File: src/rtl/led_sequencer.sv
// LED pattern sequencer: five debounced push-buttons select, pace, pause and
// restart one of five animations shown on six active-low LEDs.
//
//   mode        | meaning
//   ------------+--------------------------------------------------
//   MODE_OFF    | all LEDs dark, pattern pinned at 000000
//   MODE_BLINK  | bit 0 toggles each step
//   MODE_CHASE  | single lit LED rotates left, wrapping
//   MODE_BOUNCE | single lit LED ping-pongs between bit 0 and bit 5
//   MODE_BINARY | pattern counts up in binary, wrapping
module led_sequencer #(
   parameter int TICK_DIV        = 2_700_000,
   parameter int DEBOUNCE_CYCLES = 270_000
) (
   input  logic       clk,
   input  logic       rst_n,
   input  logic [4:0] btn_n,
   output logic [5:0] led_n,
   output logic [2:0] mode,
   output logic       paused,
   output logic       slow
);

   localparam int DW = $clog2(DEBOUNCE_CYCLES);
   localparam int PW = $clog2(4 * TICK_DIV);

   typedef enum logic [2:0] {
      MODE_OFF    = 3'd0,
      MODE_BLINK  = 3'd1,
      MODE_CHASE  = 3'd2,
      MODE_BOUNCE = 3'd3,
      MODE_BINARY = 3'd4
   } mode_e;

   logic [4:0]    sync1_q;
   logic [4:0]    sync2_q;
   logic [4:0]    lvl;
   logic [4:0]    deb_d, deb_q;
   logic [4:0]    pulse_d, pulse_q;
   logic [DW-1:0] dcnt_d [5];
   logic [DW-1:0] dcnt_q [5];

   logic          next_p, prev_p, speed_p, pause_p, restart_p;
   logic          mode_chg;
   logic          tick;
   mode_e         mode_fwd, mode_back;
   mode_e         mode_d, mode_q;
   logic [5:0]    pat_d, pat_q;
   logic          dir_down_d, dir_down_q;
   logic          slow_d, slow_q;
   logic          paused_d, paused_q;
   logic [PW-1:0] presc_d, presc_q;
   logic [PW-1:0] period_last;

   function automatic logic [5:0] entry_pat(input mode_e m);
      return (m == MODE_BLINK || m == MODE_CHASE || m == MODE_BOUNCE) ? 6'b000001 : 6'b000000;
   endfunction

   assign lvl = ~sync2_q;

   always_comb begin
      deb_d   = deb_q;
      pulse_d = '0;
      for (int i = 0; i < 5; i++) begin
         dcnt_d[i] = '0;
         if (lvl[i] != deb_q[i]) begin
            if (dcnt_q[i] == DW'(DEBOUNCE_CYCLES - 1)) begin
               deb_d[i]   = lvl[i];
               pulse_d[i] = lvl[i];
            end else begin
               dcnt_d[i] = dcnt_q[i] + DW'(1);
            end
         end
      end
   end

   always_ff @(posedge clk or negedge rst_n) begin
      if (!rst_n) begin
         sync1_q <= '1;
         sync2_q <= '1;
         deb_q   <= '0;
         pulse_q <= '0;
         for (int i = 0; i < 5; i++) dcnt_q[i] <= '0;
      end else begin
         sync1_q <= btn_n;
         sync2_q <= sync1_q;
         deb_q   <= deb_d;
         pulse_q <= pulse_d;
         for (int i = 0; i < 5; i++) dcnt_q[i] <= dcnt_d[i];
      end
   end

   assign next_p    = pulse_q[0];
   assign prev_p    = pulse_q[1];
   assign speed_p   = pulse_q[2];
   assign pause_p   = pulse_q[3];
   assign restart_p = pulse_q[4];

   always_comb begin
      case (mode_q)
         MODE_OFF:    mode_fwd = MODE_BLINK;
         MODE_BLINK:  mode_fwd = MODE_CHASE;
         MODE_CHASE:  mode_fwd = MODE_BOUNCE;
         MODE_BOUNCE: mode_fwd = MODE_BINARY;
         default:     mode_fwd = MODE_OFF;
      endcase
      case (mode_q)
         MODE_BLINK:  mode_back = MODE_OFF;
         MODE_CHASE:  mode_back = MODE_BLINK;
         MODE_BOUNCE: mode_back = MODE_CHASE;
         MODE_BINARY: mode_back = MODE_BOUNCE;
         default:     mode_back = MODE_BINARY;
      endcase

      // Opposing next/previous pulses cancel out.
      mode_chg = next_p ^ prev_p;
      mode_d   = mode_q;
      if (mode_chg) mode_d = next_p ? mode_fwd : mode_back;

      period_last = slow_q ? PW'(4 * TICK_DIV - 1) : PW'(TICK_DIV - 1);
      tick        = !paused_q && (presc_q == period_last);

      presc_d = presc_q + PW'(1);
      if (mode_chg || restart_p || speed_p) presc_d = '0;
      else if (paused_q)                    presc_d = presc_q;
      else if (tick)                        presc_d = '0;

      slow_d   = slow_q ^ speed_p;
      paused_d = paused_q ^ pause_p;

      pat_d      = pat_q;
      dir_down_d = dir_down_q;
      if (mode_chg) begin
         pat_d      = entry_pat(mode_d);
         dir_down_d = 1'b0;
      end else if (restart_p) begin
         pat_d      = entry_pat(mode_q);
         dir_down_d = 1'b0;
      end else if (tick) begin
         case (mode_q)
            MODE_OFF:    pat_d = '0;
            MODE_BLINK:  pat_d = {5'b00000, ~pat_q[0]};
            MODE_CHASE:  pat_d = {pat_q[4:0], pat_q[5]};
            MODE_BOUNCE: begin
               if (!dir_down_q) begin
                  pat_d = pat_q << 1;
                  if (pat_d == 6'b100000) dir_down_d = 1'b1;
               end else begin
                  pat_d = pat_q >> 1;
                  if (pat_d == 6'b000001) dir_down_d = 1'b0;
               end
            end
            MODE_BINARY: pat_d = pat_q + 6'd1;
            default:     pat_d = '0;
         endcase
      end
   end

   always_ff @(posedge clk or negedge rst_n) begin
      if (!rst_n) begin
         mode_q     <= MODE_OFF;
         pat_q      <= '0;
         dir_down_q <= 1'b0;
         slow_q     <= 1'b0;
         paused_q   <= 1'b0;
         presc_q    <= '0;
      end else begin
         mode_q     <= mode_d;
         pat_q      <= pat_d;
         dir_down_q <= dir_down_d;
         slow_q     <= slow_d;
         paused_q   <= paused_d;
         presc_q    <= presc_d;
      end
   end

   assign led_n  = ~pat_q;
   assign mode   = mode_q;
   assign paused = paused_q;
   assign slow   = slow_q;

endmodule

File: config.mk
export PLATFORM = sky130hd
export DESIGN_NAME = led_sequencer
export DESIGN_NICKNAME = d
export VERILOG_FILES = /design/src/rtl/led_sequencer.sv
export SDC_FILE = /design/constraint.sdc
export NUM_CORES = 1
export LEC_CHECK = 0
export ABC_CLOCK_PERIOD_IN_PS = 3250
export CELL_PAD_IN_SITES_DETAIL_PLACEMENT = 1
export CELL_PAD_IN_SITES_GLOBAL_PLACEMENT = 2
export CORE_MARGIN = 5
export CORE_UTILIZATION = 37
export CTS_CLUSTER_SIZE = 25
export DETAILED_ROUTE_END_ITERATION = 6
export PLACE_DENSITY_LB_ADDON = 0.1
export SLEW_MARGIN = 30
export SYNTH_ARGS = -nofsm -noshare
export SYNTH_HDL_FRONTEND = slang
export SYNTH_SLANG_ARGS = --single-unit
export TNS_END_PERCENT = 5
File: constraint.sdc
create_clock -name clk -period 3.25 [get_ports clk]
set_input_delay 0.8125 -clock clk [delete_from_list [all_inputs] [get_ports clk]]
set_output_delay 0.8125 -clock clk [all_outputs]
set_load 0.05 [all_outputs]
# Word-level counts from Yosys, hierarchy flattened
# Cells that the tools add are included.
# word_totals
memories	0
elab_cells	112
ram_bits	0
rom_bits	0
out_inout_bits	11
latchBits	0
reg_bits	151
inputBits	7
# op_classes
bitwise	6
n_reduce_logical	17
n_lt_le_gt_ge	0
eq_ne	21
shift	0
muxes	42
multipliers	0
n_addsub	7
div	0
# op_table
op	n
$mux 19	10
$mux 24	4
$add 19x1->19 const B	5
$eq 19x19->1 const B	5
$add 24x1->24 const B	1
$eq 24x24->1	1
$mux 6	4
$pmux 3 s4	2
$pmux 6 s4	1
$mux 1	19
$eq 3x2->1 const B	4
$reduce_and 2->1	6
$add 6x1->6 const B	1
$eq 3x1->1 const B	2
$logic_or 1x1->1	6
$mux 3	2
$not 6->6	1
$reduce_bool 3->1	2
$eq 5x1->1 const B	1
$eq 5x5->1 const B	1
$ne 1x1->1	5
$not 5->5	1
$eq 3x3->1 const B	1
$logic_not 3->1	1
other kinds (5)	7

# Longest topological paths before layout
# logic_depth
word_depth	9
mapped_depth	7
mapped_depth_nobuf	6

# Worst setup path after synthesis
# Ideal clock, no wire load.
# synth_timing
kind	flip-flop to flip-flop
from	register paused_q (netlist: paused)
to	register dir_down_q
synth_period_minus_slack_ns	2.338
path_buffers	1
t_arrival_ns	2.261
setup_time_ns	0.078
required_time_ns	3.172
path_stages_with_launch	7
setup_slack_ns	0.912
cell_sequence	dfrtp_1 -> or4bb_1 -> a2111oi_4 -> o211ai_2 -> buf_6 -> or3_1 -> a21oi_1
# synth_between
elab_chain_cells	4
# synth_rtl
element	line_no	rtl
from (decl)	51	logic paused_d, paused_q;
from (signal assigned)	172	paused_q <= paused_d;
$logic_not 1->1	121	tick = !paused_q && (presc_q == period_last);
$logic_and 1x1->1	121	
$reduce_bool 3->1 (no line)	-	
$reduce_and 2->1 (no line)	-	
to (signal assigned)	170	dir_down_q <= dir_down_d;
to (decl)	49	logic dir_down_d, dir_down_q;
# No other way between the ends.
# A chain may end at the register's enable or synchronous reset.

# Worst setup path in the final report
# layout_timing
from	register paused_q (netlist: paused)
to	output port paused
# layout_lines
element	line_no	rtl
to (decl)	20	output logic paused,
# No word-level cell between the ends.

==> flow_metrics.env <==
export IMPL_outcome="completed"
export IMPL_io_buffers=17
export IMPL_yosysMostFrequentCell="nor2_1"
export IMPL_finalCriticalPeriod_ns=2.86
export IMPL_r2r_cells=5
export IMPL_yosysUniqueCellTypes=57
export IMPL_power_frac_comb_pct=2.3
export IMPL_max_vdd_ir_drop_mv=0.247
export IMPL_grt_pass1_vias=5941
export IMPL_vias=5613
export IMPL_routed_via_density=5.25
export IMPL_whs_ns=0.359
export IMPL_worst_r2r_endpoint="dir_down_q"
export IMPL_route_detailed_drc=0
export IMPL_post_cts_buffers=0
export IMPL_final_nets=802
export IMPL_slowest_stage="clkdlybuf4s50_1"
export IMPL_cts_buffers=17
export IMPL_drtAntennaViolNets=0
export IMPL_hp_class="flop to flop"
export IMPL_worst_pin_slew_ns=0.787
export IMPL_min_period_over_period_pct=88.0
export IMPL_area_growth_pct=14.7
export IMPL_synth_cells=763
export IMPL_grt_setup_unrepaired="no"
export IMPL_hold_violations=0
export IMPL_start_kind="flop"
export IMPL_clock_latency_ns=0.42
export IMPL_async_flop_share_pct=100
export IMPL_path_class="flop to output pin"
export IMPL_synth_seq_cells=151
export IMPL_p_clk_share_pct=49.8
export IMPL_die_area_mm2=0.0231
export IMPL_power_switching_w=0.000863
export IMPL_synth_area_mm2=0.00746
export IMPL_p_int_w=0.00316
export IMPL_yosysTopAreaCell="dfrtp_1"
export IMPL_std_cell_rows=52
export IMPL_drv_slew=0
export IMPL_grt_start_max_net_pins=74
export IMPL_setup_viol=0
export IMPL_seqPwrFrac_pct=47.9
export IMPL_die_y_um=152
export IMPL_clk_pin_slew_ns=0.06
export IMPL_cp_end_kind="output pin"
export IMPL_power_density_mw_per_mm2=471
export IMPL_ys_flop_type="dfrtp_1"
export IMPL_drive_gt1_share_pct=7.12
export IMPL_synth_edf_count=0
export IMPL_yosys_warnings=0
export IMPL_ctsRootBufferMaster="clkbuf_16"
export IMPL_grt_pass1_wl_um=30000
export IMPL_crit_required_ns=2.44
export IMPL_fillers=2319
export IMPL_cts_tree="yes"
export IMPL_r2r_start="paused"
export IMPL_synth_common_cells="144 x nor2_1, 141 x dfrtp_1, 60 x xnor2_1, 54 x nand2_1, 49 x xor2_1"
export IMPL_avgSynthCellArea_um2=9.77
export IMPL_synth_area_leaders="dfrtp_1 47%, nor2_1 7.2%, xnor2_1 7.0%"
export IMPL_ys_seq_area_share_pct=50.8
export IMPL_clockBufferDepth=2
export IMPL_gp_congestion=0.808
export IMPL_synth_top_area_share_pct=47.3
export IMPL_max_freq_mhz=350
export IMPL_whs_path_depth=0
export IMPL_clock_skew_ns=0.00775
export IMPL_antenna_found_initial=0
export IMPL_syn_nets=778
export IMPL_die_x_um=152
export IMPL_first_pass_iters=4
export IMPL_max_stage_delay_ns=0.92
export IMPL_drv_cap=0
export IMPL_core_area_mm2=0.0200
export IMPL_drt_total_wl_um=17100
export IMPL_crit_fanout=17
export IMPL_antenna_cells=0
export IMPL_hold_start="sync1_q[3]"
export IMPL_tns_ns=0
export IMPL_crit_arrival_ns=2.05
export IMPL_cts_sinks=151
export IMPL_reg2reg_slack_ns=0.70
export IMPL_leakage_nw=3.51
export IMPL_cp_num_buf_inv=1
export IMPL_p_sw_share_pct=21.4
export IMPL_total_power_w=0.00403
export IMPL_drt_initial_drc_count=194
export IMPL_dpl_hpwl_um=11800
export IMPL_start_util_pct=37.2
export IMPL_cts_resized=0
export IMPL_grt_usage_pct=15.4
export IMPL_relSlewSlack_pct=47.4
export IMPL_min_to="sync2_q[3]"
export IMPL_crit_family="buffers and inverters"
export IMPL_hold_buffers=0
export IMPL_gr_total_overflow=0
export IMPL_path_cells="clkdlybuf4s50_1"
export IMPL_h_tree_depth=4
export IMPL_avgRoutedWirePerCell_um=16.0
export IMPL_ios=18
worst reg2reg max path: cells and delay by family (launching register included):
kind / cells / cell delay [ns]
flops: 1 / 0.59
compound gates: 3 / 0.82
simple gates: 2 / 1.06
layer usage:
| layer | global-route usage, % | part of all wire (%) | vias to the layer above |
|---|---|---|---|
| li1 | - | - | 2723 |
| met4 | 4.71 | 1.4 | 0 |
| met1 | 21.3 | 49 | 2832 |
| met3 | 3.41 | 2.2 | 16 |
| met5 | 0 | 0 | - |
| met2 | 24.5 | 47 | 42 |
cell families after synthesis:
kind of cell             share of synthesized area [%]
adder cells (fa/ha/maj)                           1.34
multiplexers                                     0.554
AO/OA/AOI/OAI                                     6.71
XOR/XNOR                                          12.8
flip-flops                                        50.8
buffers and inverters                             2.20
AND/OR/NAND/NOR                                   25.5
power by group through the flow:
stage / Clock, W / Combinational (W) / Sequential [W]
after floorplan: 0 / 0.0000369 / 0.00196
after global placement: 0 / 0.0000955 / 0.00196
after detailed placement: 0 / 0.0000985 / 0.00196
after CTS: 0.00208 / 0.0000993 / 0.00193
after global routing: 0.00216 / 0.000112 / 0.00193
final: 0.00201 / 0.0000932 / 0.00193
state kept, by name, summed over array words and instances, names as in the netlist:
signal	count
dcnt_q	95
deb_q	5
dir_down_q	1
mode	3
pat_q	6
paused	1
presc_q	24
pulse_q	5
slow	1
sync1_q	5
sync2_q	5
stage by stage:
step                area [um^2]  util (%)  worst slack [ns]  cells
floorplan                  7460         -             0.912    763
global placement           7950      39.7             0.804   1038
detailed placement         7950      39.7             0.728   1038
CTS                        8550      42.7             0.347   1070
global route               8550      42.7             0.281   1070
finish                     8550      42.7             0.389   1070
worst max-delay path by stage:
stage,startpoint,end,depth (start not counted)
floorplan,paused,dir_down_q,6
global placement,paused,dir_down_q,5
detailed placement,paused,presc_q[19],6
CTS,paused,paused,1
global route,paused,paused,1
finish,paused,paused,1
cell usage in the layout (no fill, tap or decap), drive strengths merged, types with 11 or more instances in the layout:
master         instances
and3                  23
and4                  11
clkbuf                21
clkdlybuf4s50         16
dfrtp                141
inv                   23
nand2                 54
nand3                 46
nand4                 36
nor2                 144
nor3                  23
xnor2                 60
xor2                  49
cell type report:
class,count,area (um^2),share of cell area [%]
clock buffers,21,450,5.27
clock inverters,11,148,1.73
inverters,22,82.6,0.965
multi-input cells,571,3510,41.0
flip-flops and latches,151,3790,44.3
well taps,270,338,3.95
repair buffers,24,236,2.76
Power figures use the tool's default switching activity.
